**config.mk**
```make
export PLATFORM = sky130hd
export DESIGN_NAME = sawtooth_duty_decoder
export DESIGN_NICKNAME = d
export VERILOG_FILES = /design/src/rtl/sawtooth_pkg.sv /design/src/rtl/sawtooth_peak_lut.sv /design/src/rtl/sawtooth_duty_decoder.sv
export SDC_FILE = /design/constraint.sdc
export NUM_CORES = 1
export LEC_CHECK = 0
export BUFFER_PORTS_ARGS = -buffer_cell sky130_fd_sc_hd__buf_2
export CORE_MARGIN = 2
export CORE_UTILIZATION = 41
export DETAILED_ROUTE_END_ITERATION = 10
export SLEW_MARGIN = 20
export SYNTH_ARGS = -nofsm -noshare
export SYNTH_HDL_FRONTEND = slang
export SYNTH_SLANG_ARGS = --single-unit
```
**constraint.sdc**
```tcl
create_clock -name i_clk -period 3.3 [get_ports i_clk]
set_input_delay 0.33 -clock i_clk [delete_from_list [all_inputs] [get_ports i_clk]]
set_output_delay 0.33 -clock i_clk [all_outputs]
set_load 0.05 [all_outputs]
```
**src/rtl/sawtooth_pkg.sv**
```systemverilog
// rtl/sawtooth_pkg.sv - shared constants, PEAK table helper and FSM states for the sawtooth decoder
package sawtooth_pkg;

    localparam int DATA_W  = 16;
    localparam int PERIOD  = 1024;
    localparam int CNT_W   = 11;
    localparam logic [DATA_W-1:0] MAX_VAL = 16'h1FFF;
    localparam int SEL_MAX = 10;

    typedef enum logic [1:0] {
        IDLE = 2'd0,
        RAMP = 2'd1,
        FLAT = 2'd2
    } state_t;

    // Peak position for duty selector s; only ever called with elaboration-time constants
    function automatic int peak_of(input int period, input int s);
        return (period * s) / 10;
    endfunction

endpackage

```
**src/rtl/sawtooth_peak_lut.sv**
```systemverilog
// rtl/sawtooth_peak_lut.sv - combinational ramp length to duty selector lookup
module sawtooth_peak_lut
    import sawtooth_pkg::*;
#(
    parameter int PERIOD = sawtooth_pkg::PERIOD,
    parameter int CNT_W  = sawtooth_pkg::CNT_W
) (
    input  logic [CNT_W-1:0] ramp_len,
    output logic [3:0]       sel,
    output logic             hit
);

    // Ascending scan: an exact peak wins, otherwise the last peak below ramp_len is kept
    always_comb begin
        sel = '0;
        hit = 1'b0;
        for (int s = 0; s <= SEL_MAX; s++) begin
            if (ramp_len == CNT_W'(peak_of(PERIOD, s))) begin
                sel = 4'(s);
                hit = 1'b1;
            end else if (CNT_W'(peak_of(PERIOD, s)) < ramp_len) begin
                sel = 4'(s);
            end
        end
    end

endmodule

```
**src/rtl/sawtooth_duty_decoder.sv**
```systemverilog
// rtl/sawtooth_duty_decoder.sv - measures sawtooth ramp length per frame and recovers the duty selector
module sawtooth_duty_decoder
    import sawtooth_pkg::*;
#(
    parameter int DATA_W = sawtooth_pkg::DATA_W,
    parameter int PERIOD = sawtooth_pkg::PERIOD,
    parameter int CNT_W  = sawtooth_pkg::CNT_W
) (
    input  logic                     i_clk,
    input  logic                     i_rst,
    input  logic                     i_valid,
    input  logic                     i_sof,
    input  logic signed [DATA_W-1:0] i_data,
    output logic                     o_valid,
    output logic [3:0]               o_sel,
    output logic [CNT_W-1:0]         o_ramp_len,
    output logic                     o_err,
    output logic                     o_locked
);

    state_t state, state_n;

    logic [CNT_W-1:0]         idx, idx_n;
    logic [CNT_W-1:0]         nz, nz_n, upd_nz;
    logic                     err, err_n, upd_err;
    logic signed [DATA_W-1:0] prev;

    logic                     push;
    logic [CNT_W-1:0]         push_nz;
    logic                     push_err;

    logic                     s1_valid;
    logic [CNT_W-1:0]         s1_nz;
    logic                     s1_err;

    logic [CNT_W-1:0]         ramp_len;
    logic [3:0]               lut_sel;
    logic                     lut_hit;
    logic                     res_err;

    logic                     ref_valid;
    logic [3:0]               ref_sel;

    logic data_zero, data_neg, data_pos, last_sample;

    assign data_zero   = (i_data == '0);
    assign data_neg    = i_data[DATA_W-1];
    assign data_pos    = !data_zero && !data_neg;
    assign last_sample = (idx == CNT_W'(PERIOD - 1));

    // State register
    always_ff @(posedge i_clk) begin
        if (i_rst) state <= IDLE;
        else       state <= state_n;
    end

    // Next state: only accepted samples move the FSM; an sof in a frame restarts it
    always_comb begin
        state_n = state;
        if (i_valid) begin
            unique case (state)
                IDLE: if (i_sof) state_n = RAMP;
                RAMP, FLAT: begin
                    if (i_sof)                           state_n = RAMP;
                    else if (last_sample)                state_n = IDLE;
                    else if (state == RAMP && data_zero) state_n = FLAT;
                end
                default: state_n = IDLE;
            endcase
        end
    end

    // Frame bookkeeping: per-sample nz/error update and stage-1 push on frame end or abort
    always_comb begin
        idx_n    = idx;
        nz_n     = nz;
        err_n    = err;
        upd_nz   = nz;
        upd_err  = err;
        push     = 1'b0;
        push_nz  = nz;
        push_err = err;
        if (state == RAMP) begin
            if (data_pos && i_data >= prev) upd_nz  = nz + CNT_W'(1);
            else if (!data_zero)            upd_err = 1'b1;
        end else if (state == FLAT) begin
            if (!data_zero) upd_err = 1'b1;
        end
        if (i_valid) begin
            if (i_sof) begin
                if (state != IDLE) begin
                    push     = 1'b1;
                    push_nz  = nz;
                    push_err = 1'b1;
                end
                idx_n = CNT_W'(1);
                nz_n  = '0;
                err_n = !data_zero;
            end else if (state != IDLE) begin
                if (last_sample) begin
                    push     = 1'b1;
                    push_nz  = upd_nz;
                    push_err = upd_err;
                end else begin
                    idx_n = idx + CNT_W'(1);
                    nz_n  = upd_nz;
                    err_n = upd_err;
                end
            end
        end
    end

    // Frame counters and previous-sample register, held across bubbles
    always_ff @(posedge i_clk) begin
        if (i_rst) begin
            idx  <= '0;
            nz   <= '0;
            err  <= 1'b0;
            prev <= '0;
        end else if (i_valid) begin
            idx  <= idx_n;
            nz   <= nz_n;
            err  <= err_n;
            prev <= i_data;
        end
    end

    // Stage 1: latch the finished or aborted frame summary
    always_ff @(posedge i_clk) begin
        if (i_rst) begin
            s1_valid <= 1'b0;
            s1_nz    <= '0;
            s1_err   <= 1'b0;
        end else begin
            s1_valid <= push;
            if (push) begin
                s1_nz  <= push_nz;
                s1_err <= push_err;
            end
        end
    end

    assign ramp_len = (s1_nz == '0) ? '0 : s1_nz + CNT_W'(1);
    assign res_err  = s1_err || !lut_hit;

    sawtooth_peak_lut #(
        .PERIOD (PERIOD),
        .CNT_W  (CNT_W)
    ) u_lut (
        .ramp_len (ramp_len),
        .sel      (lut_sel),
        .hit      (lut_hit)
    );

    // Stage 2: registered result and lock tracking against the last error-free selector
    always_ff @(posedge i_clk) begin
        if (i_rst) begin
            o_valid    <= 1'b0;
            o_sel      <= '0;
            o_ramp_len <= '0;
            o_err      <= 1'b0;
            o_locked   <= 1'b0;
            ref_valid  <= 1'b0;
            ref_sel    <= '0;
        end else begin
            o_valid <= s1_valid;
            if (s1_valid) begin
                o_sel      <= lut_sel;
                o_ramp_len <= ramp_len;
                o_err      <= res_err;
                if (res_err) begin
                    o_locked  <= 1'b0;
                    ref_valid <= 1'b0;
                end else begin
                    o_locked  <= ref_valid && (ref_sel == lut_sel);
                    ref_valid <= 1'b1;
                    ref_sel   <= lut_sel;
                end
            end
        end
    end

endmodule

```
==> Word-level counts from Yosys, hierarchy flattened <==
Cells that the tools add are included.
{ "classes": {"add_sub_neg": 3, "order_cmp": 11, "eq_ne": 17, "mux": 68, "bitwise_logic": 1, "reduce_logical": 18} }
{ "op_table": {"columns": ["cell", "n"], "rows": [
  ["2-to-1 mux 11 bit", 13],
  ["2-to-1 mux 4 bit", 19],
  ["== test 11 x 10 -> 1 bit, second input constant", 6],
  ["< comparator 10 x 11 -> 1 bit, first input constant", 5],
  ["adder 11 x 1 -> 11 bit, second input constant", 3],
  ["2-to-1 mux 1 bit", 31],
  ["== test 11 x 9 -> 1 bit, second input constant", 2],
  ["zero test 11 bit", 2],
  ["< comparator 9 x 11 -> 1 bit, first input constant", 2],
  [">= comparator 16 bit", 1],
  ["zero test 16 bit", 1],
  ["== test 11 bit, second input constant", 1],
  ["== test 11 x 7 -> 1 bit, second input constant", 1],
  ["== test 11 x 8 -> 1 bit, second input constant", 1],
  ["< comparator 11 bit, first input constant", 1],
  ["< comparator 7 x 11 -> 1 bit, first input constant", 1],
  ["< comparator 8 x 11 -> 1 bit, first input constant", 1],
  ["2-to-1 mux 2 bit", 4],
  ["AND reduction 3 bit", 2],
  ["== test 4 bit", 1],
  ["logical AND 1 bit", 4],
  ["inequality test 2 bit, second input constant", 2],
  ["inequality test 4 bit, second input constant", 1],
  ["one-hot mux 2 bit (2 select lines)", 1],
  ["other kinds (9)", 12]
]} }
{ "word_totals": {"regBits": 77, "out_inout_bits": 18} }

==> Depth between registers and ports, before layout <==
Gate-level depths: netlist of run 1.
{ "depth": {"ltp_word": 26, "depth_mapped": 13, "mapped_depth_nobuf": 11} }

==> Cells and area by module <==
From an unflattened synthesis of run 1, not the netlist that was laid out.
{ "unflattened": {"hier_cells": 541, "hier_area_um2": 4490.6} }
{ "by_module_without_submodules": {"columns": ["module", "n_inst", "cells_per_inst", "area_per_inst_um2", "seq_area_each_um2"], "rows": [
  ["sawtooth_duty_decoder", 1, 495, 4191.5, 1541.5],
  ["sawtooth_peak_lut", 1, 46, 299.0, 0.0]
]} }

==> Worst setup path after synthesis of run 1 <==
OpenSTA, ideal clock, no wires.
{ "synth_path": {"kind": "register -> register", "startpoint": "register s1_nz[0]", "endpoint": "register ref_sel[0]", "setup_time_ns": 0.128, "arrival_ns": 2.321, "path_slack_ns": 0.851, "stages_incl_launch_ff": 13, "synth_period_minus_slack_ns": 2.449, "cell_sequence": "dfxtp_1 buf_2 inv_2 ha_1 nor3b_1 a41oi_1 o21ai_1 a32o_1 a31o_1 a32oi_1 o21ai_1 a22oi_1 nor2_1"} }
{ "synth_via": {"elab_chain_len": 23, "word_cells_on_any_way": 59} }
{ "synth_rtl": {"columns": ["element", "line", "text"], "rows": [
  ["start: declaration", "sawtooth_duty_decoder.sv:33", "logic [CNT_W-1:0] s1_nz;"],
  ["start signal: assignment", "sawtooth_duty_decoder.sv:137", "s1_nz <= push_nz;"],
  ["adder 11 x 1 -> 11 bit / zero test 11 bit (equally long branches)", "sawtooth_duty_decoder.sv:143", "assign ramp_len = (s1_nz == '0) ? '0 : s1_nz + CNT_W'(1);"],
  ["2-to-1 mux 11 bit (*)", "sawtooth_duty_decoder.sv:143", null],
  ["< comparator 7 x 11 -> 1 bit", "sawtooth_peak_lut.sv:21", "end else if (CNT_W'(peak_of(PERIOD, s)) < ramp_len) begin"],
  ["2-to-1 mux 1 bit", "sawtooth_peak_lut.sv:21", null],
  ["2-to-1 mux 4 bit", "sawtooth_peak_lut.sv:18", "if (ramp_len == CNT_W'(peak_of(PERIOD, s))) begin"],
  ["2-to-1 mux 4 bit", "sawtooth_peak_lut.sv:21", null],
  ["2-to-1 mux 4 bit", "sawtooth_peak_lut.sv:18", null],
  ["2-to-1 mux 4 bit", "sawtooth_peak_lut.sv:21", null],
  ["[... 7 more ...]", null, null],
  ["2-to-1 mux 4 bit", "sawtooth_peak_lut.sv:21", null],
  ["2-to-1 mux 4 bit", "sawtooth_peak_lut.sv:18", null],
  ["2-to-1 mux 4 bit", "sawtooth_peak_lut.sv:21", null],
  ["2-to-1 mux 4 bit", "sawtooth_peak_lut.sv:18", null],
  ["2-to-1 mux 4 bit", "sawtooth_peak_lut.sv:21", null],
  ["2-to-1 mux 4 bit", "sawtooth_peak_lut.sv:18", null],
  ["2-to-1 mux 4 bit", "sawtooth_peak_lut.sv:21", null],
  ["2-to-1 mux 4 bit", "sawtooth_peak_lut.sv:18", null],
  ["end signal: assignment", "sawtooth_duty_decoder.sv:177", "ref_sel <= lut_sel;"],
  ["end: declaration", "sawtooth_duty_decoder.sv:42", "logic [3:0] ref_sel;"]
]} }
Every way passes the cells marked *; elsewhere a longest branch is shown, timed or not.
A chain may end at the register's enable or synchronous reset.

==> Worst setup path in the final report of run 1 <==
{ "layout_path": {"startpoint": "register s1_nz[3]", "endpoint": "register o_locked"} }
{ "layout_via": {"elab_chain_len": 26, "word_cells_on_any_way": 60} }
{ "layout_rtl": {"columns": ["element", "line", "text"], "rows": [
  ["adder 11 x 1 -> 11 bit / zero test 11 bit (equally long branches)", "sawtooth_duty_decoder.sv:143", null],
  ["2-to-1 mux 11 bit (*)", "sawtooth_duty_decoder.sv:143", null],
  ["< comparator 7 x 11 -> 1 bit", "sawtooth_peak_lut.sv:21", null],
  ["2-to-1 mux 1 bit", "sawtooth_peak_lut.sv:21", null],
  ["2-to-1 mux 4 bit", "sawtooth_peak_lut.sv:18", null],
  ["2-to-1 mux 4 bit", "sawtooth_peak_lut.sv:21", null],
  ["2-to-1 mux 4 bit", "sawtooth_peak_lut.sv:18", null],
  ["2-to-1 mux 4 bit", "sawtooth_peak_lut.sv:21", null],
  ["[... 10 more ...]", null, null],
  ["2-to-1 mux 4 bit", "sawtooth_peak_lut.sv:18", null],
  ["2-to-1 mux 4 bit", "sawtooth_peak_lut.sv:21", null],
  ["2-to-1 mux 4 bit", "sawtooth_peak_lut.sv:18", null],
  ["2-to-1 mux 4 bit", "sawtooth_peak_lut.sv:21", null],
  ["2-to-1 mux 4 bit", "sawtooth_peak_lut.sv:18", null],
  ["== test 4 bit", "sawtooth_duty_decoder.sv:175", "o_locked <= ref_valid && (ref_sel == lut_sel);"],
  ["logical AND 1 bit", "sawtooth_duty_decoder.sv:175", null],
  ["2-to-1 mux 1 bit (*)", "sawtooth_duty_decoder.sv:171", "if (res_err) begin"],
  ["end signal: assignment", "sawtooth_duty_decoder.sv:175", null],
  ["end: declaration", "sawtooth_duty_decoder.sv:18", "output logic o_locked"]
]} }
Marks and branches as above.

==> results of run 1 <==
-- synthesized netlist by cell type (3+ instances only) --
master    instances  area, µm²
nor2_1           85        319
dfxtp_1          77       1540
nand2_1          34        128
mux2i_1          28        280
inv_1            27        101
a21oi_1          26        130
ha_1             25        313
nor3_1           23        115
xnor2_1          20        175
nand3_1          19       95.1
o21ai_0          17       85.1
a211oi_1         15        113
nand4_1          14       87.6
buf_2            10       50.1
clkbuf_1         10       37.5
o21ai_1          10       50.1
a21o_1            8       60.1
o21a_1            8       60.1
and3_1            7       43.8
nand3b_1          7       52.6
nor4_1            7       43.8
a31oi_1           6       37.5
or3_1             6       37.5
buf_1             5       18.8
buf_6             5       56.3
nand2b_1          5       31.3
nor2b_1           5       31.3
o211ai_1          5       37.5
o31ai_1           5       37.5
xor2_1            5       43.8
a211oi_2          4       50.1
a32o_1            4       40.0
buf_4             4       30.0
a22oi_1           3       22.5
nand3_2           3       30.0
nor3b_1           3       22.5
o21bai_1          3       22.5
o22ai_1           3       18.8
or4_1             3       22.5
-- power by group --
part,switching [mW],internal (mW)
clock network,0.396,0.662
registers,0.0268,0.953
logic,0.167,0.0989
-- state kept, by name (all words and copies together) (netlist names) --
name	flops
err	1
idx	11
nz	11
o_err	1
o_locked	1
o_ramp_len	11
o_sel	4
o_valid	1
prev	16
ref_sel	4
ref_valid	1
s1_err	1
s1_nz	11
s1_valid	1
state	2
-- cell families after synthesis --
group	synth area share [%]
AND/OR/NAND/NOR	24.6
XOR/XNOR	5.06
adder cells (fa/ha/maj)	6.29
buffers and inverters	6.06
multiplexers	5.63
AO/OA/AOI/OAI	21.4
flip-flops	31.0
-- worst max path at each step --
stage,from,to,slack (ps),cells after the start
after floorplan,s1_nz[0],ref_sel[0],850,12
after global placement,i_data[1],s1_nz[6],510,12
final,s1_nz[3],o_locked,400,9
after detailed placement,s1_nz[3],o_locked,510,9
after global routing,s1_nz[3],o_locked,200,9
after CTS,s1_nz[3],o_locked,470,9
-- through the flow --
stage / area (µm²) / std cells / total power, mW
after global routing: 5560 / 782 / 2.41
after floorplan: 4970 / 604 / 1.19
after CTS: 5560 / 782 / 2.33
after global placement: 5240 / 766 / 1.26
final: 5560 / 782 / 2.30
after detailed placement: 5240 / 766 / 1.26
-- cell type report --
type	instances	share of cell area, %
well taps	147	3.31
multi-input cells	464	56.3
clock buffers	10	4.12
flip-flops and latches	77	27.7
clock inverters	6	1.58
repair buffers	49	4.95
inverters	29	1.96
-- critical path, cell delays in order, from the launching register on --
cell,delay (ps)
dfxtp_1,870
or2b_1,300
o22ai_1,140
a32oi_1,110
o211ai_1,450
nand2_1,180
a31oi_1,310
mux2i_1,220
nand4_1,110
o21ai_1,140
-- layer usage --
metal / wire length (µm) / track usage, % / share of wire (%)
met2: 5880 / 33.0 / 45
met4: 159 / 6.10 / 1.2
met1: 6450 / 29.9 / 49
met5: 0 / 0 / 0
met3: 547 / 3.18 / 4.2
==> metrics.cfg, run 1 <==
[sta]
tightestPinTransition_ps = 840
slew_violations = 0
setup_tns_ps = 0
timing.final.ws_setup_ps = 396
slew_headroom_pct = 43.9
rsz0062_at_grt = no
fin_skew_ps = 8.53
fin_crit_sh_pct = 88.0
fmax_mhz = 344
finalHoldViolCount = 0
hold_ws_ps = 268
fin_crit_ps = 2900
setup_viol = 0

[layout]
final_nets = 675
multiInputGateArea_mm2 = 0.00313
drive_gt1_share_pct = 14.2
n_fill_cell = 1183
synthToLayoutAreaGrowth_pct = 11.7
final_util_pct = 46.7
n_antenna_cell = 0
final_common_cell = nor2_1
regArea_mm2 = 0.00154
layout_common_cells = nor2_1 (85), dfxtp_1 (77), buf_2 (37)

[setup_path]
path_class = reg2reg
rr_worst_depth = 9
timing.rr.end = o_locked
r2r-start = s1_nz[3]
cp-end-kind = register
rrSetupSlack_ps = 400
critPathRequiredTime_ps = 3570
cp.arrival_ps = 3170
cp-start-kind = register
crit_fanout = 22

[global_routing]
grt.overflow.total = 0
antenna_found_initial = 0
grt_pass1_vias = 4358
track_usage_pct = 21.0
grt_max_degree = 59
grt_pass1_wl_mm = 22.1

[detailed_routing]
wl_per_cell_um = 16.7
vias_per_cell = 5.79
drc = 0
drt-total-wl_mm = 13.0
vias = 4528
drtIter0Drc = 206
ant_nets = 0
first_pass_iters = 5

[hold_path]
min_path_type = in2reg
hp-start = i_data[10]
hold_depth = 3
min_delay_worst_endpoint = prev[10]

[clock_tree]
clk_pin_slew_worst_paths_ps = 60
hold_buffers = 0
cts-resized-gates = 0
cts_sinks = 77
clk_path_buf_depth = 2
htree_levels = 3
cts_root_buffer = clkbuf_16
numCtsBuffers = 9
worstSkewPairLatency_ps = 340
cts_tree = built
post_cts.repair.setup_buffers = 0

[placed_design]
gp_congestion = 0.936
port_buffers = 37
place_worst_setup_slack_ps = 510
dp_hpwl_mm = 9.38

[yosys]
yosysSeqAreaShare_pct = 31.0
yosysUniqueCellTypes = 81
async_reset_ff_share_pct = 0
avgSynthCellArea_um2 = 8.24
synth-edff-count = 0
netlist_area_mm2 = 0.00497
yosysWarnings = 0
synth_ff_type = dfxtp_1
synthCells = 604
synth_nets = 649
ys_ff_latch = 77

[floorplanning]
coreArea_mm2 = 0.0119
die_h_um = 114
start_util_pct = 41.8
num_io_pins = 38
rows = 40
die_w_um = 114
die_area_mm2 = 0.0130

[power]
p_per_area_mw_per_mm2 = 415
worst_ir_drop_vdd_mv = 0.328
leakage_nw = 2.09

[status]
status = finished clean

[job]
cap_violations = 0

Power figures use the tool's default switching activity.
==> inputs of run 2 (changes only) <==
--- a/config.mk
+++ b/config.mk
@@ -5,9 +5,10 @@
 export SDC_FILE = /design/constraint.sdc
 export NUM_CORES = 1
 export LEC_CHECK = 0
+export ABC_AREA = 1
 export BUFFER_PORTS_ARGS = -buffer_cell sky130_fd_sc_hd__buf_2
 export CORE_MARGIN = 2
-export CORE_UTILIZATION = 41
+export CORE_UTILIZATION = 40
 export DETAILED_ROUTE_END_ITERATION = 10
 export SLEW_MARGIN = 20
 export SYNTH_ARGS = -nofsm -noshare
==> run 2 against run 1 <==
Wire length decreased by 16%. Sequential cell count unchanged. Clock power decreased by 6%. Highest routed layer unchanged. Setup slack improved by 310 ps. Cell area decreased by 5.2%. Clock skew decreased by 0.89 ps. Combinational power increased by 15%. Sequential power decreased by 0.4%.
==> metrics.cfg, run 2 <==
[yosys]
yosysWarnings = 0
synthDominantCellAreaShare_pct = 33.0
synthCells = 694
synthTopCellsByArea = dfxtp_1 (33%), nand2_1 (11%), a21oi_1 (8.8%)
yosysSeqAreaShare_pct = 33.0
async_reset_ff_share_pct = 0
netlist_area_mm2 = 0.00467
synth_ff_type = dfxtp_1
synth_nets = 739
ys_ff_latch = 77
yosys.area.top_type = dfxtp_1
yosysUniqueCellTypes = 42
avgSynthCellArea_um2 = 6.73
ys_top_cells_by_count = nand2_1 (140), inv_1 (88), a21oi_1 (82)
synth-edff-count = 0
yosysMostFrequentCell = nand2_1

[sta]
tightestPinTransition_ps = 647
fin_crit_sh_pct = 78.5
slew_violations = 0
setup_tns_ps = 0
rsz0062_at_grt = no
fin_crit_ps = 2590
fmax_mhz = 386
finalHoldViolCount = 0
fin_skew_ps = 7.64
setup_viol = 0
slew_headroom_pct = 56.8

[power]
worst_ir_drop_vdd_mv = 0.255
leakage_nw = 2.26
p_per_area_mw_per_mm2 = 433

[floorplanning]
die_h_um = 112
die_w_um = 112
start_util_pct = 40.9
rows = 39
coreArea_mm2 = 0.0114
num_io_pins = 38
die_area_mm2 = 0.0126

[detailed_routing]
drtIter0Drc = 270
vias_per_cell = 5.11
drt-total-wl_mm = 11.0
first_pass_iters = 5
wl_per_cell_um = 12.5
ant_nets = 0
vias = 4477
drc = 0

[hold_path]
min_delay_worst_endpoint = prev[0]
min_path_type = in2reg
hold_depth = 2
hp-start = i_valid

[setup_path]
cp.arrival_ps = 2790
rr_worst_depth = 18
path_class = reg2reg
critPathRequiredTime_ps = 3500
rrSetupSlack_ps = 710
cp-start-kind = register
timing.rr.end = s1_nz[5]
cp-end-kind = register
crit_fanout = 11
r2r-start = prev[9]

[placed_design]
gp_congestion = 0.902
port_buffers = 37
dp_hpwl_mm = 8.12

[clock_tree]
cts-resized-gates = 0
clk_pin_slew_worst_paths_ps = 60
worstSkewPairLatency_ps = 340
post_cts.repair.setup_buffers = 0
numCtsBuffers = 9
cts_sinks = 77
hold_buffers = 0
cts_tree = built
clk_path_buf_depth = 2
cts_root_buffer = clkbuf_16
htree_levels = 3

[layout]
final_common_cell = nand2_1
regArea_mm2 = 0.00154
final_util_pct = 46.2
n_antenna_cell = 0
top_register = prev
largest_register_ffs = 16
layout_common_cells = nand2_1 (140), inv_1 (87), a21oi_1 (82)
synthToLayoutAreaGrowth_pct = 12.8
n_fill_cell = 1181
final_nets = 773
multiInputGateArea_mm2 = 0.00267
drive_gt1_share_pct = 13.9

[global_routing]
track_usage_pct = 17.9
grt_pass1_wl_mm = 18.6
grt.overflow.total = 0
grt_pass1_vias = 4084
grt_max_degree = 43
antenna_found_initial = 0

[job]
cap_violations = 0

[status]
status = finished clean

==> run 2: changes by cell type in the layout (fill, tap and decap cells not counted), moves of 8 or more <==
| cell | before | now |
|---|---|---|
| a211oi_1 | 15 | 3 |
| a21o_1 | 8 | 0 |
| a21oi_1 | 26 | 82 |
| inv_1 | 27 | 87 |
| mux2i_1 | 28 | 0 |
| nand2_1 | 34 | 140 |
| nand2_2 | 1 | 10 |
| nand3_1 | 19 | 32 |
| nor2_1 | 85 | 73 |
| nor2_2 | 1 | 11 |
| nor3_1 | 23 | 10 |
| o21ai_0 | 17 | 53 |
| o21ai_1 | 10 | 2 |
| xnor2_1 | 20 | 2 |
==> run 2: layout make-up <==
type                            count  area share (%)
Clock inverter                      7            1.40
Sequential cell                    77            29.2
Multi-Input combinational cell    504            50.7
Inverter                           93            6.62
Timing Repair Buffer               43            4.37
Clock buffer                        9            4.27
Tap cell                          143            3.39
==> run 2: critical path, cell delays in order, from the launching register on <==
cell      delay (ps)
dfxtp_1          310
inv_1             50
ha_1             280
inv_1             40
nor3_1           150
nand4_1          120
nor2_1           140
nand2_1           60
nand3_1           80
nand2_1           50
o221ai_1          60
nand2_1          120
nor2_1           110
buf_4            180
inv_1             70
o21ai_0          150
nand2_1           90
o21ai_0          280
a21oi_1          100
==> run 2: how the worst max path moves through the flow <==
stage,slack (ps),to,cells after the start,from
detailed placement,640,s1_nz[5],18,i_data[9]
finish,710,s1_nz[5],18,prev[9]
global route,340,s1_nz[5],18,prev[11]
global placement,670,s1_nz[5],18,i_data[11]
floorplan,1060,s1_nz[5],17,i_data[9]
CTS,740,s1_nz[5],18,prev[9]
==> run 2: cells by family after synthesis <==
kind of cell	synth area share (%)
AND/OR/NAND/NOR	30.7
AO/OA/AOI/OAI	17.7
buffers and inverters	9.83
XOR/XNOR	2.06
flip-flops	33.0
adder cells (fa/ha/maj)	6.69
==> run 2: report_power, final <==
part	internal, mW	total (mW)	switching [mW]
clock network	0.588	1.00	0.414
logic	0.101	0.307	0.206
registers	0.959	0.976	0.0173
total	1.65	2.28	0.637
==> run 2: per-stage QoR <==
stage	setup slack, ps	hold slack, ps	instances	total power, mW	area [µm²]
after global routing	344	244	876	2.40	5270
after global placement	671	447	860	1.30	4970
final	710	227	876	2.28	5270
after floorplan	1060	424	694	1.22	4670
after detailed placement	642	456	860	1.30	4970
after CTS	736	217	876	2.31	5270
==> run 2: routing by layer <==
metal	GRT usage [%]	share of wire (%)
met4	8.37	2.4
met2	28.8	45
met5	0	0
met3	2.92	3.8
met1	23.5	49
==> inputs of run 3 (changes only) <==
==> constraint.sdc (replaced) <==
create_clock -name i_clk -period 2.2 [get_ports i_clk]
set_input_delay 0.22 -clock i_clk [delete_from_list [all_inputs] [get_ports i_clk]]
set_output_delay 0.22 -clock i_clk [all_outputs]
set_load 0.05 [all_outputs]
==> run 3 against run 2 <==
The run now ends with negative setup slack left. Global-route usage increased by 2.0 points. Non-clock buffer count grew 93. Cell area grew 26%. Setup slack lost 990 ps. Count of clock-buffer cells in the layout rose by 3. Combinational power is 130% higher. Register-to-register slack got worse by 990 ps. Hold slack got worse by 110 ps. First-iteration DRC count unchanged. Maximum frequency increased by 4.6%. Power rose by 64%. Die area is the same. Largest cell class unchanged.
==> metrics.cfg, run 3 (synthesis gave the netlist of run 2 again) <==
[global_routing]
grt_max_degree = 32
grt_pass1_vias = 4536
track_usage_pct = 19.9
grt_pass1_wl_mm = 20.5
use_met2_pct = 33.2
grt.overflow.total = 0
grtUsageMet1_pct = 25.9
top_usage_layer = met2
antenna_found_initial = 0
met3_usage_pct = 3.13

[detailed_routing]
vias = 4832
drc = 0
wl_per_cell_um = 13.3
vias_per_cell = 4.99
drt-total-wl_mm = 12.9
ant_nets = 0
first_pass_iters = 4
drtIter0Drc = 270

[layout]
final_common_cell = nand2_1
layout_common_cells = nand2_1 (114), buf_4 (86), inv_1 (77)
final_util_pct = 58.0
top_register = prev
largest_register_ffs = 16
final_nets = 866
n_antenna_cell = 0
drive_gt1_share_pct = 36.7
synthToLayoutAreaGrowth_pct = 41.7

[floorplanning]
die_h_um = 112
num_io_pins = 38
die_area_mm2 = 0.0126
die_w_um = 112
coreArea_mm2 = 0.0114
start_util_pct = 40.9
rows = 39

[placed_design]
port_buffers = 37
place_worst_setup_slack_ps = -422
dp_hpwl_mm = 9.00
gp_congestion = 0.893

[clock_tree]
clk_path_buf_depth = 2
numCtsBuffers = 9
htree_levels = 3
cts_sinks = 77
cts_tree = built
clk_pin_slew_worst_paths_ps = 60
hold_buffers = 0
worstSkewPairLatency_ps = 350
cts_root_buffer = clkbuf_16

[status]
status = finished, violations left
violations = negative setup slack

[sta]
setup_viol = 23
setup_tns_ps = -4300
finalHoldViolCount = 0
fin_crit_sh_pct = 112
tightestPinTransition_ps = 582
fin_skew_ps = 6.86
hold_ws_ps = 117
timing.final.ws_setup_ps = -275
slew_violations = 0
slew_headroom_pct = 60.8
fin_crit_ps = 2470
fmax_mhz = 404
rsz0062_at_grt = yes

[power]
p_per_area_mw_per_mm2 = 566
worst_ir_drop_vdd_mv = 0.364
finalPower_mw = 3.75
leakage_nw = 2.83

[hold_path]
hold_depth = 2
hp-start = i_valid
min_delay_worst_endpoint = prev[0]
min_path_type = in2reg

[setup_path]
r2r-start = prev[11]
crit_chain = inv_2, ha_4, nand2_4, nor3_2, nand4_1, nor2_1, nand2_1, nand3_2, nand2_2, o221ai_2, nand2_2, nor2_4, buf_6, nand2_2, xor2_2, or2_1, a21oi_2
rrSetupSlack_ps = -270
timing.rr.end = nz[7]
cp-end-kind = register
rr_worst_depth = 17
cpMaxStageDelayCell = dfxtp_2
critPathRequiredTime_ps = 2480
cp_num_buf_inv = 2
cp.arrival_ps = 2760
crit_top_cell = nand2_2
slowest_delay_ps = 330
crit_family = simple AND/OR/NAND/NOR gates
path_class = reg2reg
crit_fanout = 5
cp-start-kind = register

[job]
cap_violations = 0

==> run 3: routing by layer <==
layer | share of wire (%) | vias to the layer above
met4 | 1.7 | 0
met5 | 0 | -
met3 | 2.6 | 17
li1 | - | 2515
met2 | 49 | 71
met1 | 47 | 2229
==> run 3: worst max path at each step <==
stage | start | end | slack [ps] | cells after the start
finish | prev[11] | nz[7] | -270 | 17
global placement | i_data[11] | s1_nz[5] | -340 | 18
global route | prev[11] | s1_nz[5] | -470 | 18
floorplan | prev[9] | s1_nz[5] | -10 | 18
CTS | prev[8] | nz[10] | -250 | 17
detailed placement | prev[11] | s1_nz[5] | -420 | 18
==> run 3: where the power goes <==
part | total (mW) | switching, mW | internal (mW) | leakage [nW]
registers | 1.46 | 0.0275 | 1.44 | 0.631
logic | 0.710 | 0.409 | 0.301 | 2.05
clock network | 1.57 | 0.625 | 0.948 | 0.149
==> run 3: worst reg2reg max path, cell delays in order, from the launching register on <==
cell and delay (ps):
dfxtp_2 330, inv_2 50, ha_4 270, nand2_4 50
nor3_2 130, nand4_1 140, nor2_1 160, nand2_1 80
nand3_2 80, nand2_2 50, o221ai_2 60, nand2_2 120
nor2_4 140, buf_6 160, nand2_2 70, xor2_2 150
or2_1 250, a21oi_2 110
==> run 3: per-stage QoR <==
step / area [µm²] / std cells
after floorplan: 4680 / 694
after global placement: 5590 / 941
after detailed placement: 5590 / 941
after CTS: 6200 / 963
after global routing: 6620 / 969
final: 6620 / 969
==> run 3: final cells by class <==
cell class	count	area (µm²)
clock buffers	12	256
repair buffers	136	986
clock inverters	4	55.1
flip-flops and latches	77	1560
inverters	93	369
fillers	1052	4800
well taps	143	179
multi-input cells	504	3220
==> run 3: repair_timing <==
action,in CTS,in global routing
pin swaps,36,44
setup endpoints to repair,32,38
setup buffers,5,7
gates cloned,1,0
resized for setup,78,100
